===== config.mk =====
export PLATFORM = sky130hd
export DESIGN_NAME = lzx_seq_mag_cmp
export DESIGN_NICKNAME = d
export VERILOG_FILES = /design/src/rtl/lzx_cmp_pkg.sv /design/src/rtl/lzx_cmp_slice.sv /design/src/rtl/lzx_seq_mag_cmp.sv
export SDC_FILE = /design/constraint.sdc
export NUM_CORES = 1
export LEC_CHECK = 0
export ABC_AREA = 1
export ABC_CLOCK_PERIOD_IN_PS = 2900
export BUFFER_PORTS_ARGS = -buffer_cell sky130_fd_sc_hd__buf_2
export CAP_MARGIN = 20
export CORE_UTILIZATION = 55
export DETAILED_ROUTE_END_ITERATION = 7
export PLACE_DENSITY = 0.82
export SYNTH_ARGS = -nofsm -noshare
export SYNTH_HDL_FRONTEND = slang
export SYNTH_HIERARCHICAL = 1
export SYNTH_SLANG_ARGS = --single-unit

===== constraint.sdc =====
create_clock -name clk -period 2.9 [get_ports clk]
set_input_delay 0.29 -clock clk [delete_from_list [all_inputs] [get_ports clk]]
set_output_delay 0.29 -clock clk [all_outputs]
set_load 0.02 [all_outputs]

===== src/rtl/lzx_cmp_pkg.sv =====
// Shared types and the cascade-resolution rule for the sequential magnitude comparator.
// The cascade rule mirrors the 74HC85 behaviour when every slice compares equal.
package lzx_cmp_pkg;

  typedef enum logic [1:0] {
    IDLE,
    CMP,
    DONE
  } state_t;

  typedef struct packed {
    logic g;
    logic e;
    logic l;
  } res_t;

  // An asserted equal input wins; otherwise g/l pass through, both set gives 000, neither gives 101.
  function automatic res_t cascade_resolve(input logic g, input logic e, input logic l);
    res_t r;
    r = '0;
    if (e) begin
      r.e = 1'b1;
    end else begin
      case ({g, l})
        2'b10:   r.g = 1'b1;
        2'b01:   r.l = 1'b1;
        2'b11:   r = '0;
        default: begin
          r.g = 1'b1;
          r.l = 1'b1;
        end
      endcase
    end
    return r;
  endfunction

endpackage


===== src/rtl/lzx_cmp_slice.sv =====
// Combinational compare of one slice of the two operands.
// When msb_inv is set, the top bit is flipped so that two's-complement order becomes unsigned order.
module lzx_cmp_slice #(
  parameter int SLICE = 4
) (
  input  logic [SLICE-1:0] a_s,
  input  logic [SLICE-1:0] b_s,
  input  logic             msb_inv,
  output logic             gt,
  output logic             lt
);

  logic [SLICE-1:0] flip;
  logic [SLICE-1:0] a_m;
  logic [SLICE-1:0] b_m;

  always_comb begin
    flip            = '0;
    flip[SLICE-1]   = msb_inv;
  end

  assign a_m = a_s ^ flip;
  assign b_m = b_s ^ flip;
  assign gt  = a_m > b_m;
  assign lt  = a_m < b_m;

endmodule


===== src/rtl/lzx_seq_mag_cmp.sv =====
// Sequential magnitude comparator: one slice per clock, starting at the MSB slice, with an early exit.
// If every slice is equal, the cascade inputs decide the result.
//
//   state | meaning
//   IDLE  | ready for a new operand set; the last result stays on the outputs
//   CMP   | comparing slice idx; leaves on the first difference or after slice 0
//   DONE  | result presented with out_valid until out_ready
module lzx_seq_mag_cmp
  import lzx_cmp_pkg::*;
#(
  parameter int WIDTH  = 16,
  parameter int SLICE  = 4,
  parameter int SIGNED = 0
) (
  input  logic                                clk,
  input  logic                                rst,
  input  logic                                in_valid,
  output logic                                in_ready,
  input  logic [WIDTH-1:0]                    a,
  input  logic [WIDTH-1:0]                    b,
  input  logic                                ia_g,
  input  logic                                ia_e,
  input  logic                                ia_l,
  output logic                                out_valid,
  input  logic                                out_ready,
  output logic                                qa_g,
  output logic                                qa_e,
  output logic                                qa_l,
  output logic [$clog2(WIDTH/SLICE+1)-1:0]    cycles
);

  localparam int NSLICE = WIDTH / SLICE;
  localparam int CW     = $clog2(NSLICE + 1);
  localparam int IW     = (NSLICE > 1) ? $clog2(NSLICE) : 1;

  state_t           state_q, state_d;
  logic [WIDTH-1:0] a_q, b_q;
  res_t             casc_q;
  logic [IW-1:0]    idx_q;
  logic [CW-1:0]    cnt_q;
  logic [CW-1:0]    cycles_q;
  res_t             res_q, res_d;
  logic             load, finish;
  logic             msb_inv, gt, lt;
  logic [SLICE-1:0] a_s, b_s;

  assign a_s     = a_q[int'(idx_q)*SLICE +: SLICE];
  assign b_s     = b_q[int'(idx_q)*SLICE +: SLICE];
  assign msb_inv = (SIGNED != 0) && (idx_q == IW'(NSLICE - 1));

  lzx_cmp_slice #(.SLICE(SLICE)) u_slice (
    .a_s     (a_s),
    .b_s     (b_s),
    .msb_inv (msb_inv),
    .gt      (gt),
    .lt      (lt)
  );

  always_comb begin
    state_d = state_q;
    load    = 1'b0;
    finish  = 1'b0;
    res_d   = res_q;
    case (state_q)
      IDLE: begin
        if (in_valid) begin
          load    = 1'b1;
          state_d = CMP;
        end
      end
      CMP: begin
        if (gt || lt) begin
          finish  = 1'b1;
          res_d   = '{g: gt, e: 1'b0, l: lt};
          state_d = DONE;
        end else if (idx_q == '0) begin
          finish  = 1'b1;
          res_d   = cascade_resolve(casc_q.g, casc_q.e, casc_q.l);
          state_d = DONE;
        end
      end
      DONE: begin
        if (out_ready) state_d = IDLE;
      end
      default: state_d = IDLE;
    endcase
  end

  always_ff @(posedge clk or posedge rst) begin
    if (rst) state_q <= IDLE;
    else     state_q <= state_d;
  end

  always_ff @(posedge clk or posedge rst) begin
    if (rst) begin
      a_q      <= '0;
      b_q      <= '0;
      casc_q   <= '0;
      idx_q    <= '0;
      cnt_q    <= '0;
      cycles_q <= '0;
      res_q    <= '0;
    end else if (load) begin
      a_q    <= a;
      b_q    <= b;
      casc_q <= '{g: ia_g, e: ia_e, l: ia_l};
      idx_q  <= IW'(NSLICE - 1);
      cnt_q  <= '0;
    end else if (state_q == CMP) begin
      cnt_q <= cnt_q + CW'(1);
      if (finish) begin
        res_q    <= res_d;
        cycles_q <= cnt_q + CW'(1);
      end else begin
        idx_q <= idx_q - IW'(1);
      end
    end
  end

  assign in_ready  = (state_q == IDLE);
  assign out_valid = (state_q == DONE);
  assign qa_g      = res_q.g;
  assign qa_e      = res_q.e;
  assign qa_l      = res_q.l;
  assign cycles    = cycles_q;

endmodule

# --- Word level (Yosys, flattened, before mapping) ---
# Index checks and enable logic that the tools add are counted.
# W data, S select, Z words.
totals:
  mem_bits_ro: 0
  wordCells: 61
  ff_bits: 48
  memories: 0
  mem_bits_rw: 0
  latch_bits: 0
  out_inout_bits: 8
  inputBits: 39
op_classes:
  reduce_logical: 11
  magnitude_cmp: 2
  eq_ne: 9
  mux: 22
  div_mod_pow: 0
  addsub: 2
  shift: 2
  mul: 0
  bitwise_logic: 1
ops:
  columns: ["cell", "n"]
  rows:
  - ["$shiftx A16 B5 Y4", 2]
  - ["$mux W2", 7]
  - ["$mux W3", 4]
  - ["$mux W1", 10]
  - ["$eq A2 B2 Y1 const B", 3]
  - ["$pmux W2 S3", 1]
  - ["$reduce_and A3 Y1", 2]
  - ["$eq A2 B1 Y1 const B", 2]
  - ["$gt A4 B4 Y1", 1]
  - ["$logic_not A2 Y1", 2]
  - ["$lt A4 B4 Y1", 1]
  - ["$ne A2 B2 Y1 const B", 2]
  - ["$reduce_and A4 Y1", 1]
  - ["$reduce_bool A2 Y1", 2]
  - ["$reduce_or A2 Y1", 2]
  - ["$add A3 B1 Y3 const B", 1]
  - ["$ne A3 B3 Y1 const B", 1]
  - ["$ne A2 B1 Y1 const B", 1]
  - ["$reduce_and A2 Y1", 1]
  - ["$sub A2 B1 Y2 const B", 1]
  - ["$logic_or A1 B1 Y1", 1]
  - ["$not A1 Y1", 1]

# --- Depth between registers and ports, before layout ---
logic_depth:
  depth_word: 8
  mapped_depth: 19
  mapped_depth_nobuf: 18

# --- Modules after synthesis ---
# Netlist, hierarchy kept.
by_module_without_submodules:
  columns: ["mod", "seq_area_each_um2", "instances", "cells_each", "area_per_inst_um2"]
  rows:
  - ["lzx_seq_mag_cmp", 1201.2, 1, 269, 2272.2]
  - ["lzx_cmp_slice", 0.0, 1, 21, 128.9]

# --- Least setup slack after synthesis ---
# No wires, ideal clock.
synth_timing:
  path_kind: "register to register"
  startpoint: "register idx_q[0]"
  endpoint: "register state_q[1]"
  path_slack_ns: 0.610
  t_required_ns: 2.773
  arrival_time_ns: 2.163
  n_path_buf: 2
  stages_incl_launch_ff: 15
  cell_sequence: "dfrtp_1 inv_1 clkbuf_1 nand2_1 o211ai_1 nand2_1 xnor2_1 ha_1 a21oi_1 a21oi_1 nor2_1 nand2_1 nand2_1 buf_4 o31ai_1"
synth_via:
  elab_chain_cells: 5
  elab_cells_between_ends: 10
  cone_classes: "2 x order compare; 1 x eq/ne; 2 x shift; 2 x mux; 3 x reduce/logical"
synth_lines:
  columns: ["item", "line", "rtl"]
  rows:
  - ["from (decl)", "lzx_seq_mag_cmp.sv:39", "logic [IW-1:0] idx_q;"]
  - ["from (signal assigned)", "lzx_seq_mag_cmp.sv:107", "idx_q <= IW'(NSLICE - 1);"]
  - ["from (signal assigned)", "lzx_seq_mag_cmp.sv:115", "idx_q <= idx_q - IW'(1);"]
  - ["$shiftx A16 B5 Y4 *", "lzx_seq_mag_cmp.sv:48", "assign b_s = b_q[int'(idx_q)*SLICE +: SLICE];"]
  - ["via b_s[3]", "lzx_seq_mag_cmp.sv:45", "logic [SLICE-1:0] a_s, b_s;"]
  - ["$gt A4 B4 Y1 *", "lzx_cmp_slice.sv:24", "assign gt = a_m > b_m;"]
  - ["via gt", "lzx_seq_mag_cmp.sv:44", "logic msb_inv, gt, lt;"]
  - ["$logic_or A1 B1 Y1 *", "lzx_seq_mag_cmp.sv:72", "if (gt || lt) begin"]
  - ["$ne A3 B3 Y1 (no source line) / $mux W2 (equally long branches)", null, null]
  - ["$reduce_and A3 Y1 (no source line) / $pmux W2 S3 (equally long branches)", null, null]
  - ["to (signal assigned)", "lzx_seq_mag_cmp.sv:91", "else state_q <= state_d;"]
  - ["to (decl)", "lzx_seq_mag_cmp.sv:36", "state_t state_q, state_d;"]
# The timed path passes the listed nets; every way through them passes the cells marked *.
# A chain may end at the register's enable or synchronous reset.

# --- Worst setup path after layout ---
layout_timing:
  startpoint: "register idx_q[0]"
  endpoint: "register res_q (netlist bit qa_g)"
layout_via:
  elab_chain_cells: 6
  elab_cells_between_ends: 12
  cone_classes: "2 x order compare; 2 x shift; 4 x mux; 4 x reduce/logical"
layout_lines:
  columns: ["item", "line", "rtl"]
  rows:
  - ["$shiftx A16 B5 Y4 *", "lzx_seq_mag_cmp.sv:47", "assign a_s = a_q[int'(idx_q)*SLICE +: SLICE];"]
  - ["via a_s[3]", "lzx_seq_mag_cmp.sv:45", null]
  - ["$lt A4 B4 Y1 *", "lzx_cmp_slice.sv:25", "assign lt = a_m < b_m;"]
  - ["via lt", "lzx_seq_mag_cmp.sv:44", null]
  - ["$logic_or A1 B1 Y1 *", "lzx_seq_mag_cmp.sv:72", null]
  - ["$mux W1", "lzx_seq_mag_cmp.sv:72", null]
  - ["$mux W1", "lzx_seq_mag_cmp.sv:64", "case (state_q)"]
  - ["$reduce_and A4 Y1 (no source line)", null, null]
  - ["to (signal assigned)", "lzx_seq_mag_cmp.sv:112", "res_q <= res_d;"]
  - ["to (decl)", "lzx_seq_mag_cmp.sv:42", "res_t res_q, res_d;"]
# Marked as above.

==> impl_metrics.yaml <==
synth:
  synth_ff_type: "dfrtp_1"
  yosys_warnings: 6
  synth_edf_count: 0
  yosys.area.top_type: "dfrtp_1"
  synth_top_area_share: 0.5003
  ys_seq_area_frac: 0.5003
  synthAdderAreaFrac: 0.03127
  synthSimpleGateAreaFrac: 0.2366
  synthMuxAreaShare: 0
  synth_top_family_by_area: "simple AND/OR/NAND/NOR gates"
  synth-compound-area-share: 0.1329
  synthArstFlopShare: 1.000
  synthTopCellsByArea: "dfrtp_1, nand2_1, a21oi_2"
  ys_types: 24
  yosysMostFrequentCell: "nand2_1"
  synth.avg_cell_area_um2: 8.279
  syn_area_um2: 2401
  synthXorXnorAreaFrac: 0.01094
  synth_cells: 290
  synthTopCellsByCount: "nand2_1, dfrtp_1, inv_1"
  ys_seq_elements: 48
grt:
  grt_pass1_vias: 1806
  grt_max_degree: 51
  antenna_found_initial: 0
  overflow: 0
  grt_usage: 0.2241
  grt_pass1_wl_um: 7645
place:
  placed_cells_incl_taps: 377
  dpl.hpwl_um: 3287
  place_congestion: 0.7522
  port_buffers: 46
setup_path:
  critPathCaptureType: "flip-flop"
  crit_path_frequent_cell: "nand2_1"
  startpoint_type: "flip-flop"
  critPathArrivalTime_ps: 2880
  path_delay_family: "simple AND/OR/NAND/NOR gates"
  path_buf_inv: 4
  cp_slowest_cell: "dfrtp_1"
  crit_fanout: 26
  path_class: "flip-flop to flip-flop"
  reg2reg_to: "qa_g"
  r2r_start: "idx_q[0]"
  max_stage_delay_ps: 430
  regToRegSetupSlack_ps: 220
  worstRegToRegCells: 17
  cp.required_ps: 3100
  path_cells: "inv_1, buf_12, a21oi_1, o21ai_0, nand2_1, xor2_1, ha_1, nand2_1, inv_1, nand2_1, and2_1, nor2_1, nand2_1, nand2_1, inv_1, nand2_1, nand2_1"
route:
  wl_per_cell_um: 11.77
  detail-route-antenna-nets: 0
  drc: 0
  first_iter_violations: 62
  routed_wl_um: 4531
  vias: 1965
  vias_per_cell: 5.104
  dr.pass1.iters: 4
timing:
  relSlewSlack: 0.3559
  setup_violations: 0
  timing.final.crit_share: 0.9239
  max_freq_mhz: 373.2
  finalMaxSlewViolations: 0
  rsz0062_at_grt: "no"
  tightestPinTransition_ps: 964.7
  period_needed_ps: 2679
  fin_worst_skew_ps: 6.728
  hold_ws_ps: 171.2
  final-hold-violation-count: 0
  finalSetupTns_ps: 0
run_status:
  status: "finished, final reports clean"
power:
  p_leak_uw: 0.001497
  powerDensity_nw_per_um2: 1113
  ir_drop_v: 0.0005632
  power.total_uw: 3060
clock_network:
  cts_htree_levels: 2
  cts_sinks: 48
  postCtsResizedCells: 0
  cts_buffers: 5
  ctsHoldBuffers: 0
  clk_latency_ps: 300
  postCtsSetupRepairBufs: 0
  cts.reportedPaths.clkPinSlew_ps: 90
  cts.path.max_buffers: 2
  cts_root_buffer: "clkbuf_8"
  tritoncts: "yes"
floorplan:
  rows: 23
  dieHeight_um: 68.07
  die_w_um: 68.07
  io_pins: 47
  fp.dieArea_um2: 4634
  core_um2: 4086
  start_util: 0.5876
run:
  cap_violations: 0
layout:
  seqCellArea_um2: 1201
  syn2layout_area_growth_pct: 14.49
  fillers: 338
  fin_nets: 379
  antenna_cells: 0
  drive_gt1_frac: 0.2299
  final_cells: 385
  multi_input_area_um2: 998.5
min_path:
  min_to: "state_q[1]"
  hold_class: "primary input to flip-flop"
  min-delay-start: "out_ready"
  min_path_cells: 2
==> metal layers <==
metal | up-vias | global-route usage | routed length [um] | part of all wire
li1 | 1011 | - | - | -
met1 | 902 | 0.2999 | 2213 | 0.49
met2 | 45 | 0.3640 | 2064 | 0.46
met3 | 7 | 0.03500 | 183 | 0.040
met4 | 0 | 0.08594 | 71 | 0.016
met5 | - | 0 | 0 | 0
==> final cells by class <==
| cell class | instances | area share |
|---|---|---|
| clock buffers | 7 | 0.03141 |
| repair buffers | 51 | 0.1020 |
| inverters | 30 | 0.04096 |
| well taps | 50 | 0.02276 |
| flip-flops and latches | 48 | 0.4370 |
| multi-input cells | 198 | 0.3632 |
| clock inverters | 1 | 0.002731 |
==> flip-flops by register name (all words and copies together), names as in the netlist <==
name	count
a_q	16
qa_l	1
casc_q	3
qa_g	1
cycles	3
cnt_q	3
qa_e	1
idx_q	2
state_q	2
b_q	16
==> per-stage QoR <==
| step | worst slack (ps) | instance area [um^2] | util |
|---|---|---|---|
| after floorplan | 610.4 | 2405 | - |
| after global placement | 414.4 | 2655 | 0.6497 |
| after detailed placement | 297.8 | 2655 | 0.6497 |
| after CTS | 230.6 | 2749 | 0.6727 |
| after global routing | 41.41 | 2749 | 0.6727 |
| final | 220.7 | 2749 | 0.6727 |
==> kinds of logic (layout without fill, tap and decap cells) <==
logic type	after synthesis	after routing
flip-flops	48	48
adder cells (fa/ha/maj)	6	6
AND/OR/NAND/NOR	138	138
AO/OA/AOI/OAI	49	49
XOR/XNOR	3	3
buffers and inverters	45	89
other	1	2
==> cells in the final DEF (no fill, tap or decap), types with 10 or more instances in the layout <==
master and count:
nand2_1 80, dfrtp_1 48, buf_2 46, inv_1 29, nand3_1 26, nor2_1 26
a21oi_2 15, o21ai_0 13, a21oi_1 10
==> worst max-delay path by stage <==
| stage | startpoint | cells after the start | endpoint |
|---|---|---|---|
| 3_5_place_dp | idx_q[0] | 17 | qa_l |
| 6_report | idx_q[0] | 17 | qa_g |
| 4_1_cts | idx_q[0] | 17 | qa_g |
| 5_1_grt | idx_q[0] | 17 | qa_l |
| 2_1_floorplan | idx_q[0] | 14 | state_q[1] |
| 3_3_place_gp | idx_q[0] | 17 | qa_l |
==> report_power, final <==
part | switching, uW | internal [uW] | leakage (uW)
clock | 212 | 194 | 0.0000445
sequential | 169 | 975 | 0.000572
combinational | 934 | 576 | 0.000881
Power figures use the tool's default switching activity.
